--- src/rtl/panel_pkg.sv ---
// Shared opcodes, switch map and toggle codes for the panel command sequencer.
package panel_pkg;

    typedef enum logic [2:0] {
        EXAMINE      = 3'd0,
        EXAMINE_NEXT = 3'd1,
        DEPOSIT      = 3'd2,
        DEPOSIT_NEXT = 3'd3,
        STEP         = 3'd4,
        RESET        = 3'd5,
        CLR          = 3'd6
    } panel_op_t;

    typedef enum logic [1:0] {
        ST_IDLE  = 2'd0,
        ST_ISSUE = 2'd1,
        ST_HOLD  = 2'd2
    } seq_state_t;

    localparam int NUM_SW      = 25;
    localparam int NUM_TOG     = 5;
    localparam int SW_ADDR_MSB = 0;
    localparam int SW_RUN_STOP = 18;
    localparam int SW_STEP     = 19;
    localparam int SW_EXAMINE  = 20;
    localparam int SW_DEPOSIT  = 21;
    localparam int SW_RESET    = 22;
    localparam int SW_AUX1     = 23;
    localparam int SW_AUX2     = 24;

    // Toggle position within the debounced bank (bank starts at SW_RUN_STOP).
    localparam logic [2:0] TOG_RUN_STOP = 3'(SW_RUN_STOP - SW_RUN_STOP);
    localparam logic [2:0] TOG_STEP     = 3'(SW_STEP - SW_RUN_STOP);
    localparam logic [2:0] TOG_EXAMINE  = 3'(SW_EXAMINE - SW_RUN_STOP);
    localparam logic [2:0] TOG_DEPOSIT  = 3'(SW_DEPOSIT - SW_RUN_STOP);
    localparam logic [2:0] TOG_RESET    = 3'(SW_RESET - SW_RUN_STOP);

    localparam logic [1:0] TG_MID = 2'd0;
    localparam logic [1:0] TG_DN  = 2'd1;
    localparam logic [1:0] TG_UP  = 2'd2;

endpackage

--- src/rtl/toggle_debounce.sv ---
// One three-position toggle: registered sample, run-length counter, debounced
// level and single-cycle mid->up / mid->down event pulses.
module toggle_debounce
    import panel_pkg::*;
#(
    parameter int DEBOUNCE_CYCLES = 1024
) (
    input  logic       clk,
    input  logic       reset,
    input  logic [1:0] sw_raw,
    output logic [1:0] deb_val,
    output logic       ev_up,
    output logic       ev_dn
);

    localparam int CW = $clog2(DEBOUNCE_CYCLES + 1);
    localparam logic [CW-1:0] CNT_MAX = CW'(DEBOUNCE_CYCLES);

    logic [1:0]    sample_q, sample_d;
    logic [1:0]    last_q, last_d;
    logic [CW-1:0] cnt_q, cnt_d;
    logic [1:0]    deb_q, deb_d;
    logic          settled;

    // cnt counts consecutive identical samples held in last; a change restarts it at one.
    always_comb begin
        sample_d = sw_raw;
        last_d   = sample_q;
        cnt_d    = cnt_q;
        if (sample_q != last_q)
            cnt_d = CW'(1);
        else if (cnt_q != CNT_MAX)
            cnt_d = cnt_q + CW'(1);
        settled = (cnt_q == CNT_MAX);
        deb_d   = settled ? last_q : deb_q;
        // Only transitions leaving mid are events; up<->down directly is not.
        ev_up   = settled && (deb_q == TG_MID) && (last_q == TG_UP);
        ev_dn   = settled && (deb_q == TG_MID) && (last_q == TG_DN);
    end

    // Sample, counter and debounced level registers.
    always_ff @(posedge clk or posedge reset) begin
        if (reset) begin
            sample_q <= TG_MID;
            last_q   <= TG_MID;
            cnt_q    <= '0;
            deb_q    <= TG_MID;
        end else begin
            sample_q <= sample_d;
            last_q   <= last_d;
            cnt_q    <= cnt_d;
            deb_q    <= deb_d;
        end
    end

    assign deb_val = deb_q;

endmodule

--- src/rtl/panel_command_sequencer.sv ---
// Turns front-panel switch states into examine/deposit/step/reset/clear bus
// commands, tracks run mode and the panel address register.
module panel_command_sequencer
    import panel_pkg::*;
#(
    parameter int DEBOUNCE_CYCLES = 1024,
    parameter int ADDR_WIDTH      = 16,
    parameter int DATA_WIDTH      = 8
) (
    input  logic                         clk,
    input  logic                         reset,
    input  logic [NUM_SW-1:0][1:0]       switches_status,
    output logic                         cmd_valid,
    input  logic                         cmd_ready,
    output panel_op_t                    cmd_op,
    output logic [ADDR_WIDTH-1:0]        cmd_addr,
    output logic [DATA_WIDTH-1:0]        cmd_data,
    output logic                         run_mode,
    output logic [ADDR_WIDTH-1:0]        panel_addr,
    output logic [1:0]                   aux_sw
);

    logic [ADDR_WIDTH-1:0] addr_sw_q, addr_sw_d;
    logic [1:0]            aux_q, aux_d;
    logic                  unused_sw_bits;

    logic [NUM_TOG-1:0][1:0] tog_deb;
    logic [NUM_TOG-1:0]      tog_up;
    logic [NUM_TOG-1:0]      tog_dn;

    logic       ev_hit;
    logic [2:0] ev_idx;
    logic       ev_is_up;
    logic [1:0] hold_deb;

    seq_state_t            state_q;
    logic [2:0]            hold_idx_q;
    logic                  cmd_valid_q;
    panel_op_t             cmd_op_q;
    logic [ADDR_WIDTH-1:0] cmd_addr_q;
    logic [DATA_WIDTH-1:0] cmd_data_q;
    logic                  run_mode_q;
    logic [ADDR_WIDTH-1:0] panel_addr_q;
    logic [ADDR_WIDTH-1:0] addr_inc;

    // Address and aux switches are single-throw levels: bit0 carries up/down.
    always_comb begin
        addr_sw_d = '0;
        for (int i = 0; i < ADDR_WIDTH; i++)
            addr_sw_d[ADDR_WIDTH-1-i] = switches_status[SW_ADDR_MSB+i][0];
        aux_d = {switches_status[SW_AUX2][0], switches_status[SW_AUX1][0]};
        unused_sw_bits = ^{switches_status[16], switches_status[17],
                           switches_status[SW_AUX1][1], switches_status[SW_AUX2][1]};
        for (int i = 0; i < ADDR_WIDTH; i++)
            unused_sw_bits = unused_sw_bits ^ switches_status[SW_ADDR_MSB+i][1];
    end

    // Undebounced level switches: one register stage.
    always_ff @(posedge clk or posedge reset) begin
        if (reset) begin
            addr_sw_q <= '0;
            aux_q     <= '0;
        end else begin
            addr_sw_q <= addr_sw_d;
            aux_q     <= aux_d;
        end
    end

    genvar g;
    generate
        for (g = 0; g < NUM_TOG; g++) begin : g_tog
            toggle_debounce #(
                .DEBOUNCE_CYCLES(DEBOUNCE_CYCLES)
            ) u_tog (
                .clk    (clk),
                .reset  (reset),
                .sw_raw (switches_status[SW_RUN_STOP+g]),
                .deb_val(tog_deb[g]),
                .ev_up  (tog_up[g]),
                .ev_dn  (tog_dn[g])
            );
        end
    endgenerate

    // Same-cycle events: lowest switch index wins, others are dropped.
    always_comb begin
        ev_hit   = 1'b0;
        ev_idx   = '0;
        ev_is_up = 1'b0;
        for (int i = NUM_TOG - 1; i >= 0; i--) begin
            if (tog_up[i] || tog_dn[i]) begin
                ev_hit   = 1'b1;
                ev_idx   = 3'(i);
                ev_is_up = tog_up[i];
            end
        end
        hold_deb = TG_MID;
        for (int i = 0; i < NUM_TOG; i++)
            if (hold_idx_q == 3'(i)) hold_deb = tog_deb[i];
        addr_inc = panel_addr_q + ADDR_WIDTH'(1);
    end

    // Sequencer FSM: take one event in IDLE, present command, then wait for the lever to return to mid.
    always_ff @(posedge clk or posedge reset) begin
        if (reset) begin
            state_q      <= ST_IDLE;
            hold_idx_q   <= '0;
            cmd_valid_q  <= 1'b0;
            cmd_op_q     <= EXAMINE;
            cmd_addr_q   <= '0;
            cmd_data_q   <= '0;
            run_mode_q   <= 1'b0;
            panel_addr_q <= '0;
        end else begin
            case (state_q)
                ST_IDLE: begin
                    if (ev_hit) begin
                        hold_idx_q <= ev_idx;
                        state_q    <= ST_HOLD;
                        case (ev_idx)
                            TOG_RUN_STOP: run_mode_q <= !ev_is_up;
                            TOG_STEP: begin
                                if (ev_is_up && !run_mode_q) begin
                                    cmd_valid_q <= 1'b1;
                                    cmd_op_q    <= STEP;
                                    cmd_addr_q  <= panel_addr_q;
                                    state_q     <= ST_ISSUE;
                                end
                            end
                            TOG_EXAMINE: begin
                                if (!run_mode_q) begin
                                    cmd_valid_q <= 1'b1;
                                    state_q     <= ST_ISSUE;
                                    if (ev_is_up) begin
                                        panel_addr_q <= addr_sw_q;
                                        cmd_op_q     <= EXAMINE;
                                        cmd_addr_q   <= addr_sw_q;
                                    end else begin
                                        panel_addr_q <= addr_inc;
                                        cmd_op_q     <= EXAMINE_NEXT;
                                        cmd_addr_q   <= addr_inc;
                                    end
                                end
                            end
                            TOG_DEPOSIT: begin
                                if (!run_mode_q) begin
                                    cmd_valid_q <= 1'b1;
                                    cmd_data_q  <= addr_sw_q[DATA_WIDTH-1:0];
                                    state_q     <= ST_ISSUE;
                                    if (ev_is_up) begin
                                        cmd_op_q   <= DEPOSIT;
                                        cmd_addr_q <= panel_addr_q;
                                    end else begin
                                        panel_addr_q <= addr_inc;
                                        cmd_op_q     <= DEPOSIT_NEXT;
                                        cmd_addr_q   <= addr_inc;
                                    end
                                end
                            end
                            TOG_RESET: begin
                                cmd_valid_q <= 1'b1;
                                state_q     <= ST_ISSUE;
                                if (ev_is_up) begin
                                    run_mode_q   <= 1'b0;
                                    panel_addr_q <= '0;
                                    cmd_op_q     <= RESET;
                                    cmd_addr_q   <= '0;
                                end else begin
                                    cmd_op_q   <= CLR;
                                    cmd_addr_q <= panel_addr_q;
                                end
                            end
                            default: ;
                        endcase
                    end
                end
                ST_ISSUE: begin
                    if (cmd_ready) begin
                        cmd_valid_q <= 1'b0;
                        state_q     <= ST_HOLD;
                    end
                end
                ST_HOLD: begin
                    if (hold_deb == TG_MID) state_q <= ST_IDLE;
                end
                default: state_q <= ST_IDLE;
            endcase
        end
    end

    assign cmd_valid  = cmd_valid_q;
    assign cmd_op     = cmd_op_q;
    assign cmd_addr   = cmd_addr_q;
    assign cmd_data   = cmd_data_q;
    assign run_mode   = run_mode_q;
    assign panel_addr = panel_addr_q;
    assign aux_sw     = aux_q;

endmodule

--- config.mk ---
export PLATFORM = sky130hd
export DESIGN_NAME = panel_command_sequencer
export DESIGN_NICKNAME = d
export VERILOG_FILES = /design/src/rtl/panel_pkg.sv /design/src/rtl/toggle_debounce.sv /design/src/rtl/panel_command_sequencer.sv
export SDC_FILE = /design/constraint.sdc
export NUM_CORES = 1
export LEC_CHECK = 0
export CAP_MARGIN = 20
export CORE_ASPECT_RATIO = 0.6
export CORE_MARGIN = 5
export CORE_UTILIZATION = 25
export DETAILED_ROUTE_END_ITERATION = 7
export SLEW_MARGIN = 20
export SYNTH_ARGS = -nofsm -noshare
export SYNTH_HDL_FRONTEND = slang
export SYNTH_SLANG_ARGS = --single-unit
export TNS_END_PERCENT = 50
--- constraint.sdc ---
create_clock -name clk -period 12.35 [get_ports clk]
set_clock_uncertainty 0.15 [all_clocks]
set_input_delay 1.235 -clock clk [delete_from_list [all_inputs] [get_ports clk]]
set_output_delay 1.235 -clock clk [all_outputs]
set_load 0.02 [all_outputs]
==> metrics.md, run 1 <==
| Metric | Value |
|---|---|
| Achievable clock frequency | `0.253 GHz` |
| Met2 usage in global routing | `16.3%` |
| Logic pwr share | `5.5%` |
| Gr usage total | `12.9%` |
| Compound-Gate Fraction of Synth Area | `15.2%` |
| CTS-repair resized insts | `0` |
| Antenna viol nets, final | `0` |
| Proportion of synthesized area in mux cells | `4.39%` |
| GR Overflow Total | `0` |
| Placed cell count | `1401` |
| Layout cells sized above 1 | `about 8.5%` |
| Mean Syn Cell Area | `between 9 and 10 um2` |
| Worst-skew pair later-pin latency | `450 ps` |
| Clock buffer count from CTS | `17` |
| RR Startpoint | `g_tog[0].u_tog.cnt_q[2]` |
| Hold_buf cts | `0` |
| Tmin final | `3960 ps` |
| CTS Root Cell | `clkbuf_16` |
| Max clock buf depth | `2` |
| CTS tree | `built` |
| Critical-path cell list | `nor4_2, nand4_1, o32ai_1, o21bai_4, nand2_2, clkinv_2, ha_1, a22oi_1, o21ai_0, a21oi_1, o21ai_0` |
| Initial antenna violation count | `0` |
| Setup crit end | `cmd_addr[0]` |
| Startpoint types | `flop` |
| Worst setup EP type | `flop` |
| Unique masters post-synth | `77` |
| Core ar. | `0.0336 mm2` |
| Avg Vias per Cell | `4.93` |
| CP max stage cell | `nand4_1` |
| CP Data Arrival Time | `approximately 4100 ps` |
| Initial core utilization | `25.3%` |
| Warnings from Yosys | `0` |
| Io pins | `100` |
| GPL Wtd Cong | `0.901` |
| Net Count, Synth | `961` |
| Ant diodes | `0` |
| Drt wl/cell | `around 17 um` |
| Buffers on Ports | `77` |
| Total power | `1.09 mW` |
| First-pass GRT wire length | `38500 um` |
| Int Power | `0.825 mW` |
| FF-to-FF End | `cmd_addr[0]` |
| Final hold slack | `244 ps` |
| Post-Synth Simple-Gate Area | `between 20% and 30%` |
| Syn Inst Count | `between 800 and 900` |
| Sw frac | `24.6%` |
| Setup Viol. Count Final | `0` |
| Leakage | `4.15 nW` |
| Pwr dens | `107 mW/mm2` |
| Setup TNS | `0 ps` |
| Max stage delay on crit path | `630 ps` |
| Worst-margin pin slew | `1110 ps` |
| Fin. Hold Viols | `0` |
| Clock sink total | `153` |
| Die Ht | `about 150 um` |
| Met1 Use GR | `20.7%` |
| CP Depth | `11` |
| Largest net degree at the start of global routing | `91` |
| Setup Buffers After CTS | `0` |
| First DRT Iteration DRCs | `730` |
| Clk network pwr share | `46.2%` |
| P&R area growth vs syn | `20.9%` |
| Vias | `7063` |
| Tcrit/Tclk final | `approximately 32%` |
| Critical path type | `flop to flop` |
| Adder-cell area share of the yosys netlist | `1.77%` |
| Largest fanout on the critical path | `12` |
| CP bufs+invs | `1` |
| Cell mode on critical path | `o21ai_0` |
| Vias in the first global route | `6673` |
| Number of synthesized flops with an enable pin | `0` |
| R2r worst-path depth | `11` |
| Net switching power | `0.269 mW` |
| Dpl hpwl | `roughly 17000 um` |
| Fin cells | `1433` |
| Status | `complete, no violations` |
| Die area | `roughly 0.038 mm2` |
| Sequential share of power | `between 40 and 50%` |
| Peak VDD IR | `about 65 uV` |
| Register-to-register path setup slack | `8390 ps` |
| Final wirelength | `24300 um` |
| Synthesized flop and latch total | `153` |
| Synth Flop Type | `dfrtp_1` |
| Hold crit path type | `flop to flop` |
| Layer with the highest usage | `met1` |
| Final Max Tran Viols | `0` |
| DRC errors left | `0` |
| Worst-path clk slew | `60 ps` |
| Unrepaired setup endpoints after global routing | `false` |
| Req. time, crit path | `12490 ps` |
| Max Cap Viol | `0` |
| Seq/Total Area, Yosys | `45.1%` |
| Die Wd | `248 um` |
| # nets final | `1026` |
| Cell Area, Synth | `0.00849 mm2` |
| First-pass detailed-route iteration total | `7` |
| Crit. Startpoint | `g_tog[0].u_tog.cnt_q[2]` |
| Largest family of logic cells by synthesized area | `simple AND/OR/NAND/NOR gates` |
| Slew Limit Headroom | `25.6%` |
| CP top delay family | `compound AO/OA/AOI/OAI gates` |
| Cell Rows | `52` |
| Met3 Track Usage GR | `3.44%` |
| H-tree Lvls | `4` |
| Post-Synth XOR/XNOR Area | `7.12%` |
| Async set-reset flop share out of synthesis | `100%` |
## layer usage
layer	share of wire, %	vias to the layer above
met1	52	3453
met3	7.9	36
met5	0	-
li1	-	3340
met4	2.0	0
met2	38	234
## cells in the final DEF, fill, tap and decap left out, drive strengths merged, types with 18 or more instances in the layout
| master | synthesis | layout |
|---|---|---|
| dfrtp | 153 | 153 |
| nand3 | 53 | 53 |
| o21ai | 49 | 49 |
| inv | 24 | 24 |
| nand2 | 98 | 98 |
| a21oi | 48 | 48 |
| xor2 | 37 | 37 |
| xnor2 | 32 | 32 |
| nand4 | 23 | 23 |
| mux2 | 18 | 18 |
| o211ai | 18 | 18 |
| clkdlybuf4s50 | 0 | 77 |
| nor2 | 107 | 107 |
| clkbuf | 18 | 21 |
## power by group through the flow
stage / Sequential (mW) / Clock, mW / Combinational [mW]
after floorplan: 0.532 / 0 / 0.0392
after global placement: 0.536 / 0 / 0.0600
after detailed placement: 0.537 / 0 / 0.0615
after CTS: 0.528 / 0.518 / 0.0622
after global routing: 0.530 / 0.538 / 0.0693
final: 0.528 / 0.505 / 0.0603
## worst min-delay path by stage
stage / start / to / slack, ps / cells after the start
6_report: g_tog[2].u_tog.last_d[0] / g_tog[2].u_tog.last_q[0] / 240 / 0
2_1_floorplan: g_tog[0].u_tog.last_d[0] / g_tog[0].u_tog.last_q[0] / 220 / 0
5_1_grt: g_tog[2].u_tog.last_d[0] / g_tog[2].u_tog.last_q[0] / 260 / 0
4_1_cts: g_tog[2].u_tog.last_d[0] / g_tog[2].u_tog.last_q[0] / 250 / 0
3_5_place_dp: g_tog[4].u_tog.last_d[1] / g_tog[4].u_tog.last_q[1] / 230 / 0
3_3_place_gp: g_tog[4].u_tog.last_d[0] / g_tog[4].u_tog.last_q[0] / 230 / 0
## flip-flops by register name (all words and copies together), names as in the netlist, 8 cells and up
signal / count
addr_sw_q: 16
cmd_addr: 16
cmd_data: 8
g_tog.u_tog.cnt_q: 55
g_tog.u_tog.deb_val: 10
g_tog.u_tog.last_d: 10
g_tog.u_tog.last_q: 10
panel_addr: 16
## kinds of logic after synthesis
group	count (synthesis)
muxes	35
DFF	153
AOI/OAI and AO/OA	190
adders and majority gates	12
xor gates and xnor gates	69
buffers and inverters	61
and+or+nand+nor	376
## cell type report
class	count	area (um2)
timing repair buffer	82	808
fill	3529	23300
clock buffer	21	460
inverter	25	100
tap	459	574
sequential	153	3830
clock inverter	11	98.8
multi-input combinational	682	4390
## synthesized netlist by cell type (all sizes together) (6+ instances only)
cell type	count	share of area, %
nor2b	8	0.59
mux2i	17	2.0
buf	18	1.4
xor2	37	3.8
nor2	107	4.8
ha	12	1.8
a22oi	14	1.2
or2	7	0.52
a2bb2oi	7	0.72
nand2	98	4.4
and3	14	1.0
nand3b	6	0.53
xnor2	32	3.3
nand2b	8	0.59
o21ai	49	2.9
or3	11	0.81
a21oi	48	2.9
dfrtp	153	45
o211ai	18	1.6
o221ai	11	1.1
nor4	8	0.91
inv	24	1.1
clkbuf	18	0.80
nor3	11	0.84
nand3	53	3.5
mux2	18	2.4
nand4	23	1.8
o21a	7	0.62
nor4b	6	1.2
## metrics by stage
stage / util [%] / cell area [um2] / setup slack [ps]
after detailed placement: 28.9 / 9700 / 8460
after global placement: 28.9 / 9700 / 8460
after CTS: 30.6 / 10300 / 8410
after global routing: 30.6 / 10300 / 8100
final: 30.6 / 10300 / 8390
after floorplan: - / 8490 / 6840
No activity file was read; power rests on OpenSTA's default activity.
==> run 2, diff against run 1 <==
==> constraint.sdc (replaced) <==
create_clock -name clk -period 3.9 [get_ports clk]
set_clock_uncertainty 0.15 [all_clocks]
set_input_delay 0.39 -clock clk [delete_from_list [all_inputs] [get_ports clk]]
set_output_delay 0.39 -clock clk [all_outputs]
set_load 0.02 [all_outputs]
==> run 2 against run 1 <==
Compared with the run above: cell count grew 0.98%; core utilization grew 0.54 points; largest cell class unchanged; die area is the same; first-iteration DRC count shrank 1.6%; combinational power grew to 3.3 times the previous value; fmax grew 8.1%; sequential share of layout area shrank 0.65 points; setup slack lost 8200 ps; sequential cell count is the same; critical endpoint is now panel_addr[15]; largest power group is now the clock network; critical path depth is the same; hold slack lost 66 ps; clock-buffer cell count grew 3.
==> metrics.md, run 2 (synthesis results as in run 1) <==
| Metric | Value |
|---|---|
| Vias | `7044 (-0.27%)` |
| Tcrit/Tclk final | `93.8% (+62 points)` |
| Total power | `3.63 mW (+230%)` |
| Pwr dens | `348 mW/mm2 (+230%)` |
| Gr usage total | `13.1% (+0.16 points)` |
| Fin. Hold Viols | `0 (unchanged)` |
| Final Max Tran Viols | `0 (unchanged)` |
| Setup Viol. Count Final | `0 (unchanged)` |
| Cell Rows | `52 (unchanged)` |
| First DRT Iteration DRCs | `718 (-1.6%)` |
| Die area | `0.0379 mm2 (unchanged)` |
| Slew Limit Headroom | `52.0% (+26 points)` |
| Final wirelength | `24600 um (+1.1%)` |
| Setup TNS | `0 ps (unchanged)` |
| Logic pwr share | `5.5% (about the same)` |
| Critical path type | `flop to flop` |
| # nets final | `1040 (+1.4%)` |
| Leakage | `4.24 nW (+2.4%)` |
| Clock sink total | `153 (unchanged)` |
| Worst setup EP type | `flop` |
| DRC errors left | `0 (unchanged)` |
| Sequential share of power | `46.1% (-2.2 points)` |
| First-pass GRT wire length | `38800 um (+0.61%)` |
| Sw frac | `23.0% (-1.6 points)` |
| Max clock buf depth | `2 (unchanged)` |
| Hold crit path type | `input port to async pin` |
| Worst-margin pin slew | `718 ps (-395 ps)` |
| CP Data Arrival Time | `3880 ps (-220 ps)` |
| DR WL met3 | `1940 um (+0.68%)` |
| Hold_buf cts | `0 (unchanged)` |
| Most common cell after layout, fill and taps aside | `dfrtp_1` |
| Vias in the first global route | `6692 (+0.28%)` |
| Initial antenna violation count | `0 (unchanged)` |
| Drt wl/cell | `17.0 um (about the same)` |
| GR Overflow Total | `0 (unchanged)` |
| Clock buffer count from CTS | `17 (unchanged)` |
| FF-to-FF End | `panel_addr[15]` |
| Avg Vias per Cell | `4.87 (-1.2%)` |
| Largest net degree at the start of global routing | `51 (-44%)` |
| Layout cells sized above 1 | `9.31% (+0.79 points)` |
| Initial core utilization | `25.3% (unchanged)` |
| First-pass detailed-route iteration total | `5 (-2)` |
| Int Power | `2.80 mW (+240%)` |
| Unrepaired setup endpoints after global routing | `false` |
| Max Cap Viol | `0 (unchanged)` |
| Tmin final | `3660 ps (-298 ps)` |
| Setup Buffers After CTS | `0 (unchanged)` |
| Worst-path clk slew | `60 ps (about the same)` |
| R2r worst-path depth | `11 (unchanged)` |
| GPL Wtd Cong | `0.881 (-2.2%)` |
| Die Ht | `153 um (unchanged)` |
| Largest fanout on the critical path | `11 (-1)` |
| P&R area growth vs syn | `23.1%` |
| CTS Root Cell | `clkbuf_16` |
| Dpl hpwl | `17900 um (+2.8%)` |
| Max FFs per register | `55 (unchanged)` |
| Die Wd | `248 um (unchanged)` |
| Io pins | `100 (unchanged)` |
| Status | `complete, no violations` |
| Routed length on met1 | `12900 um (+2.6%)` |
| Commonest cells after routing, fill and taps aside | `dfrtp_1 (153), nor2_1 (106), nand2_1 (96)` |
| Peak VDD IR | `310 uV (+370%)` |
| Largest Register | `g_tog.u_tog.cnt_q` |
| Startpoint types | `flop` |
| CTS tree | `built` |
| Met2 wire len | `9270 um (-0.77%)` |
| H-tree Lvls | `4 (unchanged)` |
| Ant diodes | `0 (unchanged)` |
| Register-to-register path setup slack | `240 ps (-8150 ps)` |
| RR Startpoint | `g_tog[3].u_tog.cnt_q[0]` |
| Antenna viol nets, final | `0 (unchanged)` |
| CTS-repair resized insts | `0 (unchanged)` |
| Net switching power | `0.834 mW (+210%)` |
| Req. time, crit path | `4120 ps (-8370 ps)` |
| Achievable clock frequency | `0.273 GHz (+8.1%)` |
| Worst-skew pair later-pin latency | `440 ps (about the same)` |
| Buffers on Ports | `77 (unchanged)` |
| Max Used Layer | `met4` |
| Core ar. | `0.0336 mm2 (unchanged)` |
| Clk network pwr share | `48.5% (+2.3 points)` |
==> run 2: cell types whose count changed in the layout (fill, tap and decap cells not counted), sizes merged <==
cell,change
clkbuf,+3
inv,-1
clkinv,-3
clkinvlp,-2
bufinv,+3
buf,+14
==> run 2: cell type report <==
class	count	area (um2)
clock buffer	24	462
inverter	25	98.8
multi-input combinational	682	4390
fill	3521	23100
clock inverter	8	144
timing repair buffer	96	951
tap	459	574
sequential	153	3830
==> run 2: power groups by stage <==
stage / registers (mW) / logic [mW] / clock network, mW
6_report: 1.67 / 0.198 / 1.76
5_1_grt: 1.68 / 0.226 / 1.86
4_1_cts: 1.67 / 0.203 / 1.80
3_5_place_dp: 1.70 / 0.202 / 0
3_3_place_gp: 1.70 / 0.199 / 0
2_1_floorplan: 1.68 / 0.124 / 0
==> run 2: worst max path at each step <==
stage	from	endpoint	slack [ps]	cells after the start
global placement	g_tog[3].u_tog.cnt_q[0]	panel_addr[14]	500	11
CTS	g_tog[3].u_tog.cnt_q[0]	panel_addr[15]	360	11
global route	g_tog[3].u_tog.cnt_q[0]	panel_addr[15]	70	11
finish	g_tog[3].u_tog.cnt_q[0]	panel_addr[15]	240	11
floorplan	g_tog[1].u_tog.cnt_q[0]	cmd_addr[0]	1070	13
detailed placement	g_tog[3].u_tog.cnt_q[0]	panel_addr[15]	390	11
==> run 2: per-layer routing <==
metal  track usage, %  up-vias
met1             20.9     3415
met4             4.28        0
met2             16.3      244
met3             3.79       30
met5                0        -
li1                 -     3355
==> run 2: through the flow <==
stage          util [%]  hold slack, ps  area (um2)  setup slack (ps)  instances
4_1_cts            31.1             177       10400               363       1447
5_1_grt            31.1             212       10400              69.7       1447
3_5_place_dp       29.3             235        9830               389       1415
3_3_place_gp       29.3             231        9830               499       1415
2_1_floorplan         -             223        8490              1070        896
6_report           31.1             178       10400               242       1447
==> run 2: critical path, stage by stage (launching register included) <==
cell and delay (ps):
dfrtp_1 430, inv_1 80, ha_1 150, nor4b_2 440
nand3_2 260, o32ai_2 400, nand4_2 240, nand2_2 310
mux2i_1 610, a22oi_1 210, o21ai_1 120, mux2_2 170
